--- config.mk ---
export PLATFORM = sky130hd
export DESIGN_NAME = dds_cfg_sequencer
export DESIGN_NICKNAME = d
export VERILOG_FILES = /design/src/rtl/dds_cfg_sequencer.sv
export SDC_FILE = /design/constraint.sdc
export NUM_CORES = 1
export LEC_CHECK = 0
export CAP_MARGIN = 25
export CORE_ASPECT_RATIO = 1.4
export CORE_MARGIN = 3
export CORE_UTILIZATION = 45
export DETAILED_ROUTE_END_ITERATION = 10
export HOLD_SLACK_MARGIN = 0.15
export PLACE_DENSITY = 0.76
export SLEW_MARGIN = 20
export SYNTH_ARGS = -nofsm -noshare
export SYNTH_HDL_FRONTEND = slang
export SYNTH_SLANG_ARGS = --single-unit
--- constraint.sdc ---
create_clock -name clk -period 4.4 [get_ports clk]
set_input_delay 0.44 -clock clk [delete_from_list [all_inputs] [get_ports clk]]
set_output_delay 0.44 -clock clk [all_outputs]
set_load 0.01 [all_outputs]
--- src/rtl/dds_cfg_sequencer.sv ---
// ---------------------------------------------------------------------------
// dds_cfg_sequencer
//
// Front-panel control sequencer for the DDS/PWM datapath. Raw keys and entry
// switches are synchronized, debounced and edge-detected. A small entry FSM
// (IDLE / ENTRY / APPLY) turns those events into the DDS configuration: tuning
// word, waveform select and PWM duty, plus a one-cycle cfg_valid strobe.
//
// Ports:
//   clk        in   1     system clock
//   rst        in   1     asynchronous, active-high reset
//   key        in   5     raw push keys, active-high
//                           [0] waveform, [1] freq up, [2] freq down,
//                           [3] step size, [4] restore defaults / abort
//   sw12       in   1     raw high-digit increment switch, active-low
//   sw34       in   1     raw low-digit increment switch, active-low
//   sw_ok      in   1     raw commit switch, active-low
//   duty_sel   in   1     commit target: 0 = frequency, 1 = duty
//   freq_word  out  FW_W  DDS tuning word
//   wave_sel   out  2     waveform select
//   duty       out  8     PWM duty, 1/256 units
//   cfg_valid  out  1     one-cycle pulse on any configuration update
//   entry_val  out  8     current entry value, for display
//   state_o    out  2     FSM state: 0 IDLE, 1 ENTRY, 2 APPLY
//
// Build option:
//   DDS_CFG_TIMEOUT_EN  when defined, an open entry that sees no digit event
//                       for TIMEOUT cycles is discarded silently.
// ---------------------------------------------------------------------------
module dds_cfg_sequencer #(
   parameter int unsigned DEB_CNT    = 16,
   parameter int unsigned FW_W       = 24,
   parameter int unsigned FW_DEF     = 4096,
   parameter int unsigned FREQ_SHIFT = 8,
   parameter int unsigned DUTY_DEF   = 128,
   parameter int unsigned TIMEOUT    = 1000000
) (
   input  logic            clk,
   input  logic            rst,
   input  logic [4:0]      key,
   input  logic            sw12,
   input  logic            sw34,
   input  logic            sw_ok,
   input  logic            duty_sel,
   output logic [FW_W-1:0] freq_word,
   output logic [1:0]      wave_sel,
   output logic [7:0]      duty,
   output logic            cfg_valid,
   output logic [7:0]      entry_val,
   output logic [1:0]      state_o
);

   localparam int unsigned N_IN  = 8;
   localparam int unsigned CNT_W = (DEB_CNT > 1) ? $clog2(DEB_CNT) : 1;

   // Bit positions in the conditioned input vector.
   localparam int unsigned IX_WAVE = 0;
   localparam int unsigned IX_UP   = 1;
   localparam int unsigned IX_DOWN = 2;
   localparam int unsigned IX_STEP = 3;
   localparam int unsigned IX_REST = 4;
   localparam int unsigned IX_SW12 = 5;
   localparam int unsigned IX_SW34 = 6;
   localparam int unsigned IX_OK   = 7;

   if (DEB_CNT < 1 || TIMEOUT < 1 || FW_W < 8) begin : g_param_check
      $error("dds_cfg_sequencer: DEB_CNT and TIMEOUT must be >= 1, FW_W >= 8");
   end

   typedef enum logic [1:0] {
      ST_IDLE  = 2'd0,
      ST_ENTRY = 2'd1,
      ST_APPLY = 2'd2
   } state_t;

   // The single event acted on in a cycle, after priority resolution.
   typedef enum logic [3:0] {
      EV_NONE,
      EV_RESTORE,
      EV_OK,
      EV_SW12,
      EV_SW34,
      EV_WAVE,
      EV_UP,
      EV_DOWN,
      EV_STEP
   } event_t;

   // ------------------------------------------------------------------------
   // Input conditioning: invert active-low switches so every bit is
   // "1 = pressed", then synchronize, debounce and detect rising edges.
   // ------------------------------------------------------------------------
   logic [N_IN-1:0]  raw_vec;
   logic [N_IN-1:0]  sync1_q, sync2_q;
   logic [N_IN-1:0]  filt_q, filt_prev_q;
   logic [CNT_W-1:0] deb_cnt_q [N_IN];
   logic             dsel_s1_q, dsel_s2_q;
   logic [N_IN-1:0]  ev;

   assign raw_vec = {~sw_ok, ~sw34, ~sw12, key};

   always_ff @(posedge clk or posedge rst) begin : p_cond
      if (rst) begin
         sync1_q     <= '0;
         sync2_q     <= '0;
         filt_q      <= '0;
         filt_prev_q <= '0;
         dsel_s1_q   <= 1'b0;
         dsel_s2_q   <= 1'b0;
         // NOTE: these counters are a small register array, not a RAM, so
         // resetting them costs nothing and keeps reset release event-free.
         for (int i = 0; i < N_IN; i++) begin
            deb_cnt_q[i] <= '0;
         end
      end else begin
         // NOTE: non-blocking assignments keep the synchronizer a true
         // two-stage pipeline regardless of statement order.
         sync1_q     <= raw_vec;
         sync2_q     <= sync1_q;
         filt_prev_q <= filt_q;
         dsel_s1_q   <= duty_sel;
         dsel_s2_q   <= dsel_s1_q;
         // The counter tracks consecutive samples that disagree with the
         // filtered level; any agreeing sample restarts it.
         for (int i = 0; i < N_IN; i++) begin
            if (sync2_q[i] == filt_q[i]) begin
               deb_cnt_q[i] <= '0;
            end else if (deb_cnt_q[i] == CNT_W'(DEB_CNT - 1)) begin
               filt_q[i]    <= sync2_q[i];
               deb_cnt_q[i] <= '0;
            end else begin
               deb_cnt_q[i] <= deb_cnt_q[i] + 1'b1;
            end
         end
      end
   end

   assign ev = filt_q & ~filt_prev_q;

   // ------------------------------------------------------------------------
   // Priority resolution and datapath helpers.
   // ------------------------------------------------------------------------
   state_t          state_q;
   logic [FW_W-1:0] freq_q;
   logic [1:0]      wave_q;
   logic [7:0]      duty_q;
   logic [1:0]      step_idx_q;
   logic [7:0]      entry_q;
   logic            cfg_valid_q;

   event_t          ev_sel;
   logic [FW_W-1:0] step;
   logic [FW_W:0]   freq_sum;
   logic [FW_W-1:0] freq_inc, freq_dec, freq_commit;

   always_comb begin : p_prio
      // NOTE: ev_sel gets a default before the chain so no path leaves it
      // unassigned and no latch is inferred.
      ev_sel = EV_NONE;
      if      (ev[IX_REST]) ev_sel = EV_RESTORE;
      else if (ev[IX_OK])   ev_sel = EV_OK;
      else if (ev[IX_SW12]) ev_sel = EV_SW12;
      else if (ev[IX_SW34]) ev_sel = EV_SW34;
      else if (ev[IX_WAVE]) ev_sel = EV_WAVE;
      else if (ev[IX_UP])   ev_sel = EV_UP;
      else if (ev[IX_DOWN]) ev_sel = EV_DOWN;
      else if (ev[IX_STEP]) ev_sel = EV_STEP;
   end

   always_comb begin : p_arith
      step        = {{(FW_W-1){1'b0}}, 1'b1} << {step_idx_q, 2'b00};
      freq_sum    = {1'b0, freq_q} + {1'b0, step};
      freq_inc    = freq_sum[FW_W] ? {FW_W{1'b1}} : freq_sum[FW_W-1:0];
      freq_dec    = (freq_q < step) ? '0 : (freq_q - step);
      freq_commit = FW_W'(entry_q) << FREQ_SHIFT;
   end

`ifdef DDS_CFG_TIMEOUT_EN
   localparam int unsigned TO_W = $clog2(TIMEOUT + 1);
   logic [TO_W-1:0] to_cnt_q;
`endif

   // ------------------------------------------------------------------------
   // Entry FSM with registered configuration outputs.
   // ------------------------------------------------------------------------
   always_ff @(posedge clk or posedge rst) begin : p_fsm
      if (rst) begin
         state_q     <= ST_IDLE;
         freq_q      <= FW_W'(FW_DEF);
         wave_q      <= 2'd0;
         duty_q      <= 8'(DUTY_DEF);
         step_idx_q  <= 2'd0;
         entry_q     <= 8'd0;
         cfg_valid_q <= 1'b0;
`ifdef DDS_CFG_TIMEOUT_EN
         to_cnt_q    <= '0;
`endif
      end else begin
         cfg_valid_q <= 1'b0;
         // Restore wins from IDLE and ENTRY; APPLY is a fixed single cycle
         // and drops every event.
         if (ev_sel == EV_RESTORE && state_q != ST_APPLY) begin
            freq_q      <= FW_W'(FW_DEF);
            wave_q      <= 2'd0;
            duty_q      <= 8'(DUTY_DEF);
            step_idx_q  <= 2'd0;
            entry_q     <= 8'd0;
            state_q     <= ST_IDLE;
            cfg_valid_q <= 1'b1;
         end else begin
            unique case (state_q)
               ST_IDLE: begin
                  unique case (ev_sel)
                     EV_SW12: begin
                        entry_q[7:4] <= entry_q[7:4] + 4'd1;
                        state_q      <= ST_ENTRY;
`ifdef DDS_CFG_TIMEOUT_EN
                        to_cnt_q     <= '0;
`endif
                     end
                     EV_SW34: begin
                        entry_q[3:0] <= entry_q[3:0] + 4'd1;
                        state_q      <= ST_ENTRY;
`ifdef DDS_CFG_TIMEOUT_EN
                        to_cnt_q     <= '0;
`endif
                     end
                     EV_WAVE: begin
                        wave_q      <= wave_q + 2'd1;
                        cfg_valid_q <= 1'b1;
                     end
                     EV_UP: begin
                        freq_q      <= freq_inc;
                        cfg_valid_q <= 1'b1;
                     end
                     EV_DOWN: begin
                        freq_q      <= freq_dec;
                        cfg_valid_q <= 1'b1;
                     end
                     EV_STEP: begin
                        step_idx_q <= step_idx_q + 2'd1;
                     end
                     default: ;
                  endcase
               end
               ST_ENTRY: begin
                  unique case (ev_sel)
                     EV_OK: state_q <= ST_APPLY;
                     EV_SW12: begin
                        entry_q[7:4] <= entry_q[7:4] + 4'd1;
`ifdef DDS_CFG_TIMEOUT_EN
                        to_cnt_q     <= '0;
`endif
                     end
                     EV_SW34: begin
                        entry_q[3:0] <= entry_q[3:0] + 4'd1;
`ifdef DDS_CFG_TIMEOUT_EN
                        to_cnt_q     <= '0;
`endif
                     end
                     default: begin
`ifdef DDS_CFG_TIMEOUT_EN
                        // Abandoned entry: discard silently, no cfg_valid.
                        if (to_cnt_q == TO_W'(TIMEOUT - 1)) begin
                           entry_q <= 8'd0;
                           state_q <= ST_IDLE;
                        end else begin
                           to_cnt_q <= to_cnt_q + 1'b1;
                        end
`endif
                     end
                  endcase
               end
               ST_APPLY: begin
                  if (dsel_s2_q) begin
                     duty_q <= entry_q;
                  end else begin
                     freq_q <= freq_commit;
                  end
                  entry_q     <= 8'd0;
                  state_q     <= ST_IDLE;
                  cfg_valid_q <= 1'b1;
               end
               default: state_q <= ST_IDLE;
            endcase
         end
      end
   end

   assign freq_word = freq_q;
   assign wave_sel  = wave_q;
   assign duty      = duty_q;
   assign cfg_valid = cfg_valid_q;
   assign entry_val = entry_q;
   assign state_o   = state_q;

endmodule
==> impl_metrics.env <==
export IMPL_status="complete, no violations"
export IMPL_die_w_um=104
export IMPL_fin_crit_sh_pct=82.0
export IMPL_async_flop_share_pct=100
export IMPL_hpwl_um=10700
export IMPL_clkTransAtPathRegs_ns=0.06
export IMPL_drv_slew=0
export IMPL_ant_nets=0
export IMPL_final_seq_area_mm2=0.00283
export IMPL_cts_buffers=17
export IMPL_grt_overflow=0
export IMPL_yosysUniqueCellTypes=72
export IMPL_cts_hold_buf=0
export IMPL_synth_top_area_share_pct=45.9
export IMPL_fin_nets=697
export IMPL_die_y_um=143
export IMPL_hold_path_class="flop to flop"
export IMPL_grt_max_degree=74
export IMPL_grt_util_met3_pct=3.89
export IMPL_fmax_mhz=277
export IMPL_use_met2_pct=37.8
export IMPL_avgSynthCellArea_um2=9.84
export IMPL_place_ws_ns=0.892
export IMPL_postCtsSetupBuffers=0
export IMPL_wl_per_cell_um=18.2
export IMPL_clk_insertion_delay_late_ns=0.41
export IMPL_wl_um=15500
export IMPL_use_met1_pct=24.1
export IMPL_synthCells=615
export IMPL_crit_fanout=13
export IMPL_drive_gt1_share_pct=8.77
export IMPL_num_rows=49
export IMPL_hold_viol=0
export IMPL_antenna_found_initial=0
export IMPL_fillCellCount=1123
export IMPL_ys_warn_count=0
export IMPL_worstSetupStartpointType="flop"
export IMPL_tns_ns=0
export IMPL_multiInputGateArea_mm2=0.00296
export IMPL_gp_congestion=0.990
export IMPL_worst_slew_pin_slew_ns=0.885
export IMPL_vias=5111
export IMPL_leakage_nw=3.18
export IMPL_area_delta_synth_final_pct=21.1
export IMPL_via_per_inst=6.01
export IMPL_place_area_mm2=0.00673
export IMPL_relSlewSlack_pct=40.5
export IMPL_core_area_mm2=0.0130
export IMPL_crit_path_end_kind="flop"
export IMPL_rsz0062_at_grt="false"
export IMPL_fin_worst_skew_ns=0.00909
export IMPL_grt_pass1_vias=5147
export IMPL_port_buffers=55
export IMPL_cts_root_buf="clkbuf_16"
export IMPL_grt_pass1_wl_um=25200
export IMPL_synth_seq_cells=113
export IMPL_h_tree_depth=4
export IMPL_ys_flop_type="dfrtp_1"
export IMPL_cts_num_sinks=113
export IMPL_synthesis_nets=650
export IMPL_cts_tree="done"
export IMPL_post_cts_resized=0
export IMPL_fin_ws_ns=0.791
export IMPL_period_needed_ns=3.61
export IMPL_grt_usage_pct=21.0
export IMPL_synth_edf_count=0
export IMPL_diodes=0
export IMPL_final_area_mm2=0.00733
export IMPL_finalSetupViolCount=0
export IMPL_drc=0
export IMPL_synth_area_mm2=0.00605
export IMPL_start_util_pct=46.6
export IMPL_worstSetupPathType="flop to flop"
export IMPL_cp_arrival_ns=3.89
export IMPL_dieArea_mm2=0.0149
export IMPL_cts_max_path_buffers=2
export IMPL_ir_drop_mv=0.296
export IMPL_synth_area_leaders="dfrtp_1, ha_1, o21ai_0"
export IMPL_io_pins=56
export IMPL_busiest_layer="met2"
export IMPL_synth_top_cell_by_area="dfrtp_1"
export IMPL_synth_seq_area_share_pct=46.7
export IMPL_dr_first_iter_drc_count=299
export IMPL_power_per_cell_area_mw_per_mm2=368
export IMPL_drt_pass1_iterations=5
export IMPL_cap_violations=0
export IMPL_required_ns=4.68
-- state kept, by name, indices dropped and copies added, names as in the netlist, 8 cells and up --
name	flops
freq_word	24
sync2_q	8
filt_q	8
filt_prev_q	8
duty	8
entry_val	8
deb_cnt_q	32
sync1_q	8
-- final timing paths --
kind	start	to	slack [ns]	cells past startpoint
setup reg to reg	step_idx_q[1]$_DFFE_PP0P_	freq_word[20]$_DFFE_PP0P_	0.79	11
max in group asynchronous	rst	duty[7]$_DFFE_PP1P_	2.91	3
min in group asynchronous	rst	deb_cnt_q[0]$_DFF_PP0_	0.57	2
setup / recovery	step_idx_q[1]$_DFFE_PP0P_	freq_word[20]$_DFFE_PP0P_	0.79	11
hold / removal	sync1_q[6]$_DFF_PP0_	sync2_q[6]$_DFF_PP0_	0.35	0
hold reg to reg	sync1_q[6]$_DFF_PP0_	sync2_q[6]$_DFF_PP0_	0.35	0
-- area by class of cell --
cell class                      instances  area share (%)
Timing Repair Buffer                   63            8.33
Inverter                               28            1.47
Multi-Input combinational cell        439            40.4
Tap cell                              178            3.04
Clock buffer                           22            6.74
Sequential cell                       113            38.6
Clock inverter                          8            1.42
-- power breakdown --
group | switching (W) | total, W | internal (W)
registers | 0.0000316 | 0.00110 | 0.00107
logic | 0.000133 | 0.000223 | 0.0000900
clock network | 0.000469 | 0.00137 | 0.000901
total | 0.000634 | 0.00270 | 0.00206
-- per-layer routing --
layer / vias up / share of wire, %
met1: 2521 / 38
met3: 49 / 6.2
met4: 0 / 3.3
met5: - / 0
met2: 207 / 52
li1: 2334 / -
-- critical path, stage by stage (launching register included) --
cell and delay, ns:
dfrtp_1 0.40, inv_1 0.11, ha_1 0.19, inv_1 0.05, ha_1 0.52, and4b_1 0.27
o2111ai_1 0.27, a21oi_1 0.22, o21ai_0 0.42, nand2_1 0.44, o32ai_1 0.45, o32ai_1 0.13
-- placed cells by master, fill, tap and decap left out, drive strengths merged, types with 8 or more instances in the layout --
cell,instances
or3,9
clkdlybuf4s50,55
ha,24
nand2b,9
clkbuf,22
nor2b,16
mux2,9
nand4b,10
or4,8
nor3b,11
xnor2,24
buf,8
o21ai,53
inv,28
nand3,24
dfrtp,111
nand2,28
xor2,8
a31oi,12
a21oi,42
nor2,42
a22o,10
-- cell families (layout without fill, tap and decap cells) --
family                   after synthesis  after routing  synth area share (%)
adder cells (fa/ha/maj)               24             24                  4.96
AND/OR/NAND/NOR                      195            195                  18.2
multiplexers                          13             13                  2.34
XOR/XNOR                              32             32                  4.63
buffers and inverters                 63            121                  4.32
AO/OA/AOI/OAI                        175            175                  18.8
flip-flops                           113            113                  46.7
-- per-stage QoR --
stage	hold slack (ns)	total power [W]	utilization, %	cells
floorplan	0.331	0.00127	-	615
global placement	0.332	0.00133	51.8	821
detailed placement	0.335	0.00134	51.8	821
CTS	0.346	0.00271	56.4	851
global route	0.352	0.00279	56.4	851
finish	0.346	0.00270	56.4	851
-- synth_stat cells (9+ instances only) --
master and number:
or3_1 9, a31oi_1 12, mux2_2 9, nor3b_1 11, dfrtp_1 111, nor2b_1 15
clkbuf_1 23, nand2_1 28, ha_1 24, a21oi_1 42, xnor2_1 24, nor2_1 42
nand2b_1 9, nand4b_1 10, nand3_1 24, a22o_1 10, inv_1 28, o21ai_0 50
(Power assumes the default switching activity.)
